`src/rtl/seg7_scan_driver_if.sv`:
```
// Value/control inputs and scanned display outputs of the 4-digit 7-segment driver.
// The bench drives the master side; seg7_scan_driver is the slave.
interface seg7_scan_driver_if;
    logic [15:0] value;
    logic        dec_mode;
    logic        blank_lz;
    logic [3:0]  dp_mask;
    logic [3:0]  an;
    logic [6:0]  seg;
    logic        dp;
    logic        frame_tick;
    logic        busy;

    modport master (
        output value, dec_mode, blank_lz, dp_mask,
        input  an, seg, dp, frame_tick, busy
    );

    modport slave (
        input  value, dec_mode, blank_lz, dp_mask,
        output an, seg, dp, frame_tick, busy
    );
endinterface

```
`src/rtl/seg7_scan_driver.sv`:
```
// 4-digit multiplexed 7-segment scan driver.
// Shows a 16-bit value in hex, or in decimal via a sequential double-dabble converter.
module seg7_scan_driver #(
    parameter int REFRESH_DIV    = 50000,
    parameter bit AN_ACTIVE_LOW  = 1'b1,
    parameter bit SEG_ACTIVE_LOW = 1'b1
) (
    input logic               clk,
    input logic               rst_a_p,
    seg7_scan_driver_if.slave bus
);
    localparam int         CW      = $clog2(REFRESH_DIV);
    localparam logic [3:0] AN_OFF  = AN_ACTIVE_LOW ? 4'hF : 4'h0;
    localparam logic [6:0] SEG_OFF = SEG_ACTIVE_LOW ? 7'h7F : 7'h00;

    typedef enum logic {S_IDLE, S_CONV} state_e;

    state_e          state_q, state_d;
    logic [CW-1:0]   cnt_q, cnt_d;
    logic [1:0]      idx_q, idx_d;
    logic            tick, frame, done;
    logic            blz_q, blz_d;
    logic [3:0]      dpm_q, dpm_d;
    logic [31:0]     sr_q, sr_d, adj;
    logic [3:0]      bit_q, bit_d;
    logic            over_q, over_d;
    logic [3:0][3:0] dig_q, dig_d;
    logic            dash_q, dash_d;
    logic            hi_zero, blank;
    logic [6:0]      seg_raw, seg_nxt;
    logic [3:0]      an_nxt;
    logic            dp_nxt;
    logic [3:0]      an_q;
    logic [6:0]      seg_q;
    logic            dp_q, ft_q;

    function automatic logic [6:0] hex7(input logic [3:0] d);
        case (d)
            4'h0: hex7 = 7'h3F;  4'h1: hex7 = 7'h06;
            4'h2: hex7 = 7'h5B;  4'h3: hex7 = 7'h4F;
            4'h4: hex7 = 7'h66;  4'h5: hex7 = 7'h6D;
            4'h6: hex7 = 7'h7D;  4'h7: hex7 = 7'h07;
            4'h8: hex7 = 7'h7F;  4'h9: hex7 = 7'h6F;
            4'hA: hex7 = 7'h77;  4'hB: hex7 = 7'h7C;
            4'hC: hex7 = 7'h39;  4'hD: hex7 = 7'h5E;
            4'hE: hex7 = 7'h79;  default: hex7 = 7'h71;
        endcase
    endfunction

    always_comb begin
        tick  = (cnt_q == CW'(REFRESH_DIV - 1));
        cnt_d = tick ? '0 : cnt_q + CW'(1);
        idx_d = tick ? idx_q + 2'd1 : idx_q;
        frame = tick && (idx_q == 2'd3);
        blz_d = frame ? bus.blank_lz : blz_q;
        dpm_d = frame ? bus.dp_mask : dpm_q;
    end

    // sr holds {bcd[15:0], bin[15:0]}; each step adds 3 to BCD nibbles >= 5, then shifts left.
    always_comb begin
        state_d = state_q;
        sr_d    = sr_q;
        bit_d   = bit_q;
        over_d  = over_q;
        done    = 1'b0;
        adj     = sr_q;
        for (int i = 0; i < 4; i++) begin
            if (sr_q[16+4*i +: 4] >= 4'd5)
                adj[16+4*i +: 4] = sr_q[16+4*i +: 4] + 4'd3;
        end
        case (state_q)
            S_IDLE: begin
                if (frame && bus.dec_mode) begin
                    state_d = S_CONV;
                    sr_d    = {16'h0000, bus.value};
                    bit_d   = 4'd0;
                    over_d  = (bus.value > 16'd9999);
                end
            end
            S_CONV: begin
                sr_d  = adj << 1;
                bit_d = bit_q + 4'd1;
                if (bit_q == 4'd15) begin
                    state_d = S_IDLE;
                    done    = 1'b1;
                end
            end
            default: state_d = S_IDLE;
        endcase
    end

    always_comb begin
        dig_d  = dig_q;
        dash_d = dash_q;
        if (frame && !bus.dec_mode) begin
            dig_d  = bus.value;
            dash_d = 1'b0;
        end else if (done) begin
            dig_d  = sr_d[31:16];
            dash_d = over_q;
        end
    end

    // Display for the slot being entered; at frame start hex digits/shadows are taken as they load.
    always_comb begin
        hi_zero = 1'b1;
        for (int j = 0; j < 4; j++) begin
            if ((j >= int'(idx_d)) && (dig_d[j] != 4'h0))
                hi_zero = 1'b0;
        end
        blank = blz_d && !dash_d && (idx_d != 2'd0) && hi_zero;
        if (dash_d)
            seg_raw = 7'h40;
        else if (blank)
            seg_raw = 7'h00;
        else
            seg_raw = hex7(dig_d[idx_d]);
        seg_nxt = seg_raw ^ {7{SEG_ACTIVE_LOW}};
        an_nxt  = 4'(4'b0001 << idx_d) ^ {4{AN_ACTIVE_LOW}};
        dp_nxt  = dpm_d[idx_d] ^ SEG_ACTIVE_LOW;
    end

    always_ff @(posedge clk or posedge rst_a_p) begin
        if (rst_a_p) begin
            state_q <= S_IDLE;
            cnt_q   <= '0;
            idx_q   <= 2'd3;
            blz_q   <= 1'b0;
            dpm_q   <= 4'h0;
            sr_q    <= '0;
            bit_q   <= 4'd0;
            over_q  <= 1'b0;
            dig_q   <= '0;
            dash_q  <= 1'b0;
            an_q    <= AN_OFF;
            seg_q   <= SEG_OFF;
            dp_q    <= SEG_ACTIVE_LOW;
            ft_q    <= 1'b0;
        end else begin
            state_q <= state_d;
            cnt_q   <= cnt_d;
            idx_q   <= idx_d;
            blz_q   <= blz_d;
            dpm_q   <= dpm_d;
            sr_q    <= sr_d;
            bit_q   <= bit_d;
            over_q  <= over_d;
            dig_q   <= dig_d;
            dash_q  <= dash_d;
            ft_q    <= frame;
            if (tick) begin
                an_q  <= an_nxt;
                seg_q <= seg_nxt;
                dp_q  <= dp_nxt;
            end
        end
    end

    assign bus.an         = an_q;
    assign bus.seg        = seg_q;
    assign bus.dp         = dp_q;
    assign bus.frame_tick = ft_q;
    assign bus.busy       = (state_q == S_CONV);
endmodule

```
`src/flat_wrapper.sv`:
```
// flat-port wrapper written by rule: the top's interface ports become plain ports
module seg7_scan_driver_flat 
#(
    parameter int REFRESH_DIV    = 50000,
    parameter bit AN_ACTIVE_LOW  = 1'b1,
    parameter bit SEG_ACTIVE_LOW = 1'b1
)
  (clk, rst_a_p, bus_value, bus_dec_mode, bus_blank_lz, bus_dp_mask, bus_an, bus_seg, bus_dp, bus_frame_tick, bus_busy);
  seg7_scan_driver_if bus_i ();
  input logic clk;
  input logic rst_a_p;
  input wire logic [$bits(bus_i.value)-1:0] bus_value;
  input wire logic [$bits(bus_i.dec_mode)-1:0] bus_dec_mode;
  input wire logic [$bits(bus_i.blank_lz)-1:0] bus_blank_lz;
  input wire logic [$bits(bus_i.dp_mask)-1:0] bus_dp_mask;
  output wire logic [$bits(bus_i.an)-1:0] bus_an;
  output wire logic [$bits(bus_i.seg)-1:0] bus_seg;
  output wire logic [$bits(bus_i.dp)-1:0] bus_dp;
  output wire logic [$bits(bus_i.frame_tick)-1:0] bus_frame_tick;
  output wire logic [$bits(bus_i.busy)-1:0] bus_busy;
  assign bus_i.value = bus_value;
  assign bus_i.dec_mode = bus_dec_mode;
  assign bus_i.blank_lz = bus_blank_lz;
  assign bus_i.dp_mask = bus_dp_mask;
  assign bus_an = bus_i.an;
  assign bus_seg = bus_i.seg;
  assign bus_dp = bus_i.dp;
  assign bus_frame_tick = bus_i.frame_tick;
  assign bus_busy = bus_i.busy;
  seg7_scan_driver #(.REFRESH_DIV(REFRESH_DIV), .AN_ACTIVE_LOW(AN_ACTIVE_LOW), .SEG_ACTIVE_LOW(SEG_ACTIVE_LOW)) u_core (.clk(clk), .rst_a_p(rst_a_p), .bus(bus_i));
endmodule
```
`config.mk`:
```
export PLATFORM = sky130hd
export DESIGN_NAME = seg7_scan_driver_flat
export DESIGN_NICKNAME = d
export VERILOG_FILES = /design/src/rtl/seg7_scan_driver_if.sv /design/src/rtl/seg7_scan_driver.sv /design/src/flat_wrapper.sv
export SDC_FILE = /design/constraint.sdc
export NUM_CORES = 1
export LEC_CHECK = 0
export ABC_CLOCK_PERIOD_IN_PS = 9900
export BUFFER_PORTS_ARGS = -buffer_cell sky130_fd_sc_hd__buf_2
export CORE_MARGIN = 8
export CORE_UTILIZATION = 50
export DETAILED_ROUTE_END_ITERATION = 16
export GPL_TIMING_DRIVEN = 0
export PLACE_DENSITY = 0.68
export SETUP_SLACK_MARGIN = 0.15
export SLEW_MARGIN = 20
export SYNTH_ARGS = -nofsm -noshare
export SYNTH_HDL_FRONTEND = slang
export SYNTH_SLANG_ARGS = --single-unit
```
`constraint.sdc`:
```
create_clock -name clk -period 9.9 [get_ports clk]
set_clock_uncertainty 0.15 [all_clocks]
set_input_delay 1.98 -clock clk [delete_from_list [all_inputs] [get_ports clk]]
set_output_delay 1.98 -clock clk [all_outputs]
set_load 0.005 [all_outputs]
```
==> results.sh <==
export IMPL_synth_area_leader_cell="dfrtp_1"
export IMPL_fin_crit_ns=4.71
export IMPL_syn_inst=554
export IMPL_io_pins=38
export IMPL_irDropWorstVdd_v=0.000128
export IMPL_slew_violations=0
export IMPL_ys_seq_elements=91
export IMPL_power_total_w=0.00109
export IMPL_cts_sinks=91
export IMPL_p_per_area_nw_per_um2=189
export IMPL_wirelength_mm=13.0
export IMPL_rsz0062_at_grt="no"
export IMPL_gp_congestion=0.932
export IMPL_drive_gt1_share_pct=17.6
export IMPL_synthTopCellsByArea="dfrtp_1, dfstp_2, nand2_1"
export IMPL_drcViolationCount=0
export IMPL_worstPathRequired_ns=10.08
export IMPL_ys_seq_area_share_pct=44.2
export IMPL_crit_top_cell="inv_1"
export IMPL_grt_max_degree=77
export IMPL_critPathArrivalTime_ns=4.90
export IMPL_slew_limit_headroom_pct=23.4
export IMPL_fmax_mhz=212
export IMPL_wl_per_cell_um=17.5
export IMPL_synth_cell_types=63
export IMPL_fp_dieH_um=118
export IMPL_initial_core_util_pct=50.9
export IMPL_async_flop_share_pct=100
export IMPL_dr_total_vias=4326
export IMPL_finalNetCount=643
export IMPL_crit_path_end_kind="register"
export IMPL_clkLatencyLatePin_ns=0.38
export IMPL_ctsHoldBuffers=0
export IMPL_cts_tree="built"
export IMPL_port_buffer_count=36
export IMPL_coreArea_sq_um=10200
export IMPL_status="complete, no violations"
export IMPL_antenna_found_initial=0
export IMPL_ant_nets=0
export IMPL_synth_warnings=0
export IMPL_synthFlopType="dfrtp_1"
export IMPL_finalSetupViolCount=0
export IMPL_cp_slowest_cell="mux2_1"
export IMPL_synth_nets=595
export IMPL_crit_type="in -> reg"
export IMPL_cpPeakStageDelay_ns=0.41
export IMPL_grt_pass1_wl_mm=21.3
export IMPL_drtPass1Iterations=5
export IMPL_most_common_layout_cells="nand2_1, dfrtp_1, nor2_1"
export IMPL_worst_path_buf_inv=5
export IMPL_syn_area_sq_um=5190
export IMPL_clk_pin_slew_ns=0.10
export IMPL_synth_top_area_share_pct=37.1
export IMPL_drv_cap=0
export IMPL_critical_path_top_delay_family="compound AO/OA/AOI/OAI gates"
export IMPL_via_per_inst=5.82
export IMPL_dp_hpwl_mm=9.48
export IMPL_htree_levels=3
export IMPL_cts_buffer_depth=2
export IMPL_final_cells=743
export IMPL_grt_pass1_vias=4164
export IMPL_worst_slew_pin_slew_ns=1.14
export IMPL_dp_cells=727
export IMPL_startpoint_type="primary input"
export IMPL_final_common_cell="nand2_1"
export IMPL_synth_area_per_cell_sq_um=9.37
export IMPL_fill_cells=949
export IMPL_die_x_um=118
export IMPL_area_growth_pct=10.8
export IMPL_synth_edff_count=0
export IMPL_hold_viol=0
export IMPL_cts_buffers=9
export IMPL_layout_worst_path_cycle_share_pct=47.6
export IMPL_overflow=0
export IMPL_row_count=37
export IMPL_drt_iter0_markers=360
export IMPL_setup_tns_ns=0
export IMPL_post_cts_buffers=0
export IMPL_cp_max_fo=10
export IMPL_n_antenna_cell=0
export IMPL_groute_usage_overall_pct=19.1
export IMPL_crit_chain="buf_1 -> inv_1 -> nand2_2 -> buf_2 -> mux2_1 -> o2bb2ai_1 -> a211o_1 -> inv_1 -> ha_1 -> inv_1 -> a31oi_1 -> o21ai_0 -> a2bb2oi_1 -> o22a_1"
export IMPL_leakagePower_nw=2.58
export IMPL_min_path_type="reg -> reg"
export IMPL_die_area_sq_um=13900
export IMPL_cts_resized=0
export IMPL_cts_root_buffer_cell="clkbuf_8"
## final timing paths
| path | slack, ns | to | cells after the start | start |
|---|---|---|---|---|
| max in group asynchronous | 7.60 | u_core.idx_q[0]$_DFF_PP1_ | 3 | rst_a_p |
| worst max register to register | 5.59 | u_core.bus.seg[0]$_DFFE_PP1N_ | 12 | u_core.cnt_q[10]$_DFF_PP0_ |
| worst min-delay path | 0.32 | u_core.cnt_q[0]$_DFF_PP0_ | 1 | u_core.cnt_q[0]$_DFF_PP0_ |
| min in group asynchronous | 1.36 | u_core.sr_q[3]$_DFFE_PP0P_ | 2 | rst_a_p |
| worst max-delay path | 5.19 | u_core.bus.seg[0]$_DFFE_PP1N_ | 14 | bus_dec_mode |
| worst min register to register | 0.32 | u_core.cnt_q[0]$_DFF_PP0_ | 1 | u_core.cnt_q[0]$_DFF_PP0_ |
## final cells by class
| cell class | instances | area (sq um) | share of cell area [%] |
|---|---|---|---|
| Multi-Input combinational cell | 414 | 2690 | 46.7 |
| Sequential cell | 91 | 2290 | 39.9 |
| Timing Repair Buffer | 37 | 208 | 3.61 |
| Tap cell | 136 | 170 | 2.96 |
| Buffer | 27 | 126 | 2.20 |
| Clock buffer | 9 | 124 | 2.16 |
| Inverter | 22 | 87.6 | 1.52 |
| Clock inverter | 7 | 51.3 | 0.893 |
## cell usage after synthesis, drive strengths merged, types with 11 or more instances
library cell	instances
nand2	94
dfrtp	77
nor2	48
o21ai	44
mux2i	27
inv	22
clkbuf	20
a21oi	18
ha	17
a211oi	15
nor3	15
dfstp	14
o31ai	11
## flip-flops by register name, summed over array words and instances (netlist names)
name / cells
u_core.sr_q: 32
u_core.cnt_q: 16
u_core.dig_q: 16
u_core.bus.seg: 7
u_core.bit_q: 4
u_core.bus.an: 4
u_core.dpm_q: 4
u_core.idx_q: 2
u_core.blz_q: 1
u_core.bus.busy: 1
u_core.bus.dp: 1
u_core.bus.frame_tick: 1
u_core.dash_q: 1
u_core.over_q: 1
## power by group
part	total (W)	internal (W)	switching [W]
clock network	0.000234	0.0000924	0.000142
logic	0.000372	0.000148	0.000225
registers	0.000482	0.000431	0.0000511
total	0.00109	0.000671	0.000417
## per-layer routing
layer  routed length, um  part of all wire (%)  GRT usage [%]
met3                 730                   5.6           4.70
met5                   0                     0              0
met2                5860                    45           29.0
met4                 282                   2.2           8.25
met1                6110                    47           25.3
## kinds of logic after synthesis
logic type	Yosys count	synth area share [%]
buffers and inverters	49	4.03
muxes	38	9.11
AOI/OAI and AO/OA	133	16.7
xor gates and xnor gates	17	3.01
DFF	91	44.2
adders and majority gates	17	4.10
and+or+nand+nor	209	18.8
## through the flow
step,hold slack (ns),area (sq um),util (%),setup slack [ns]
after floorplan,0.275,5190,-,5.43
after global placement,0.294,5540,54.4,4.29
after detailed placement,0.298,5570,54.7,4.89
after CTS,0.322,5750,56.4,5.30
after global routing,0.342,5750,56.4,5.02
final,0.322,5750,56.4,5.19
Power figures use the tool's default switching activity.
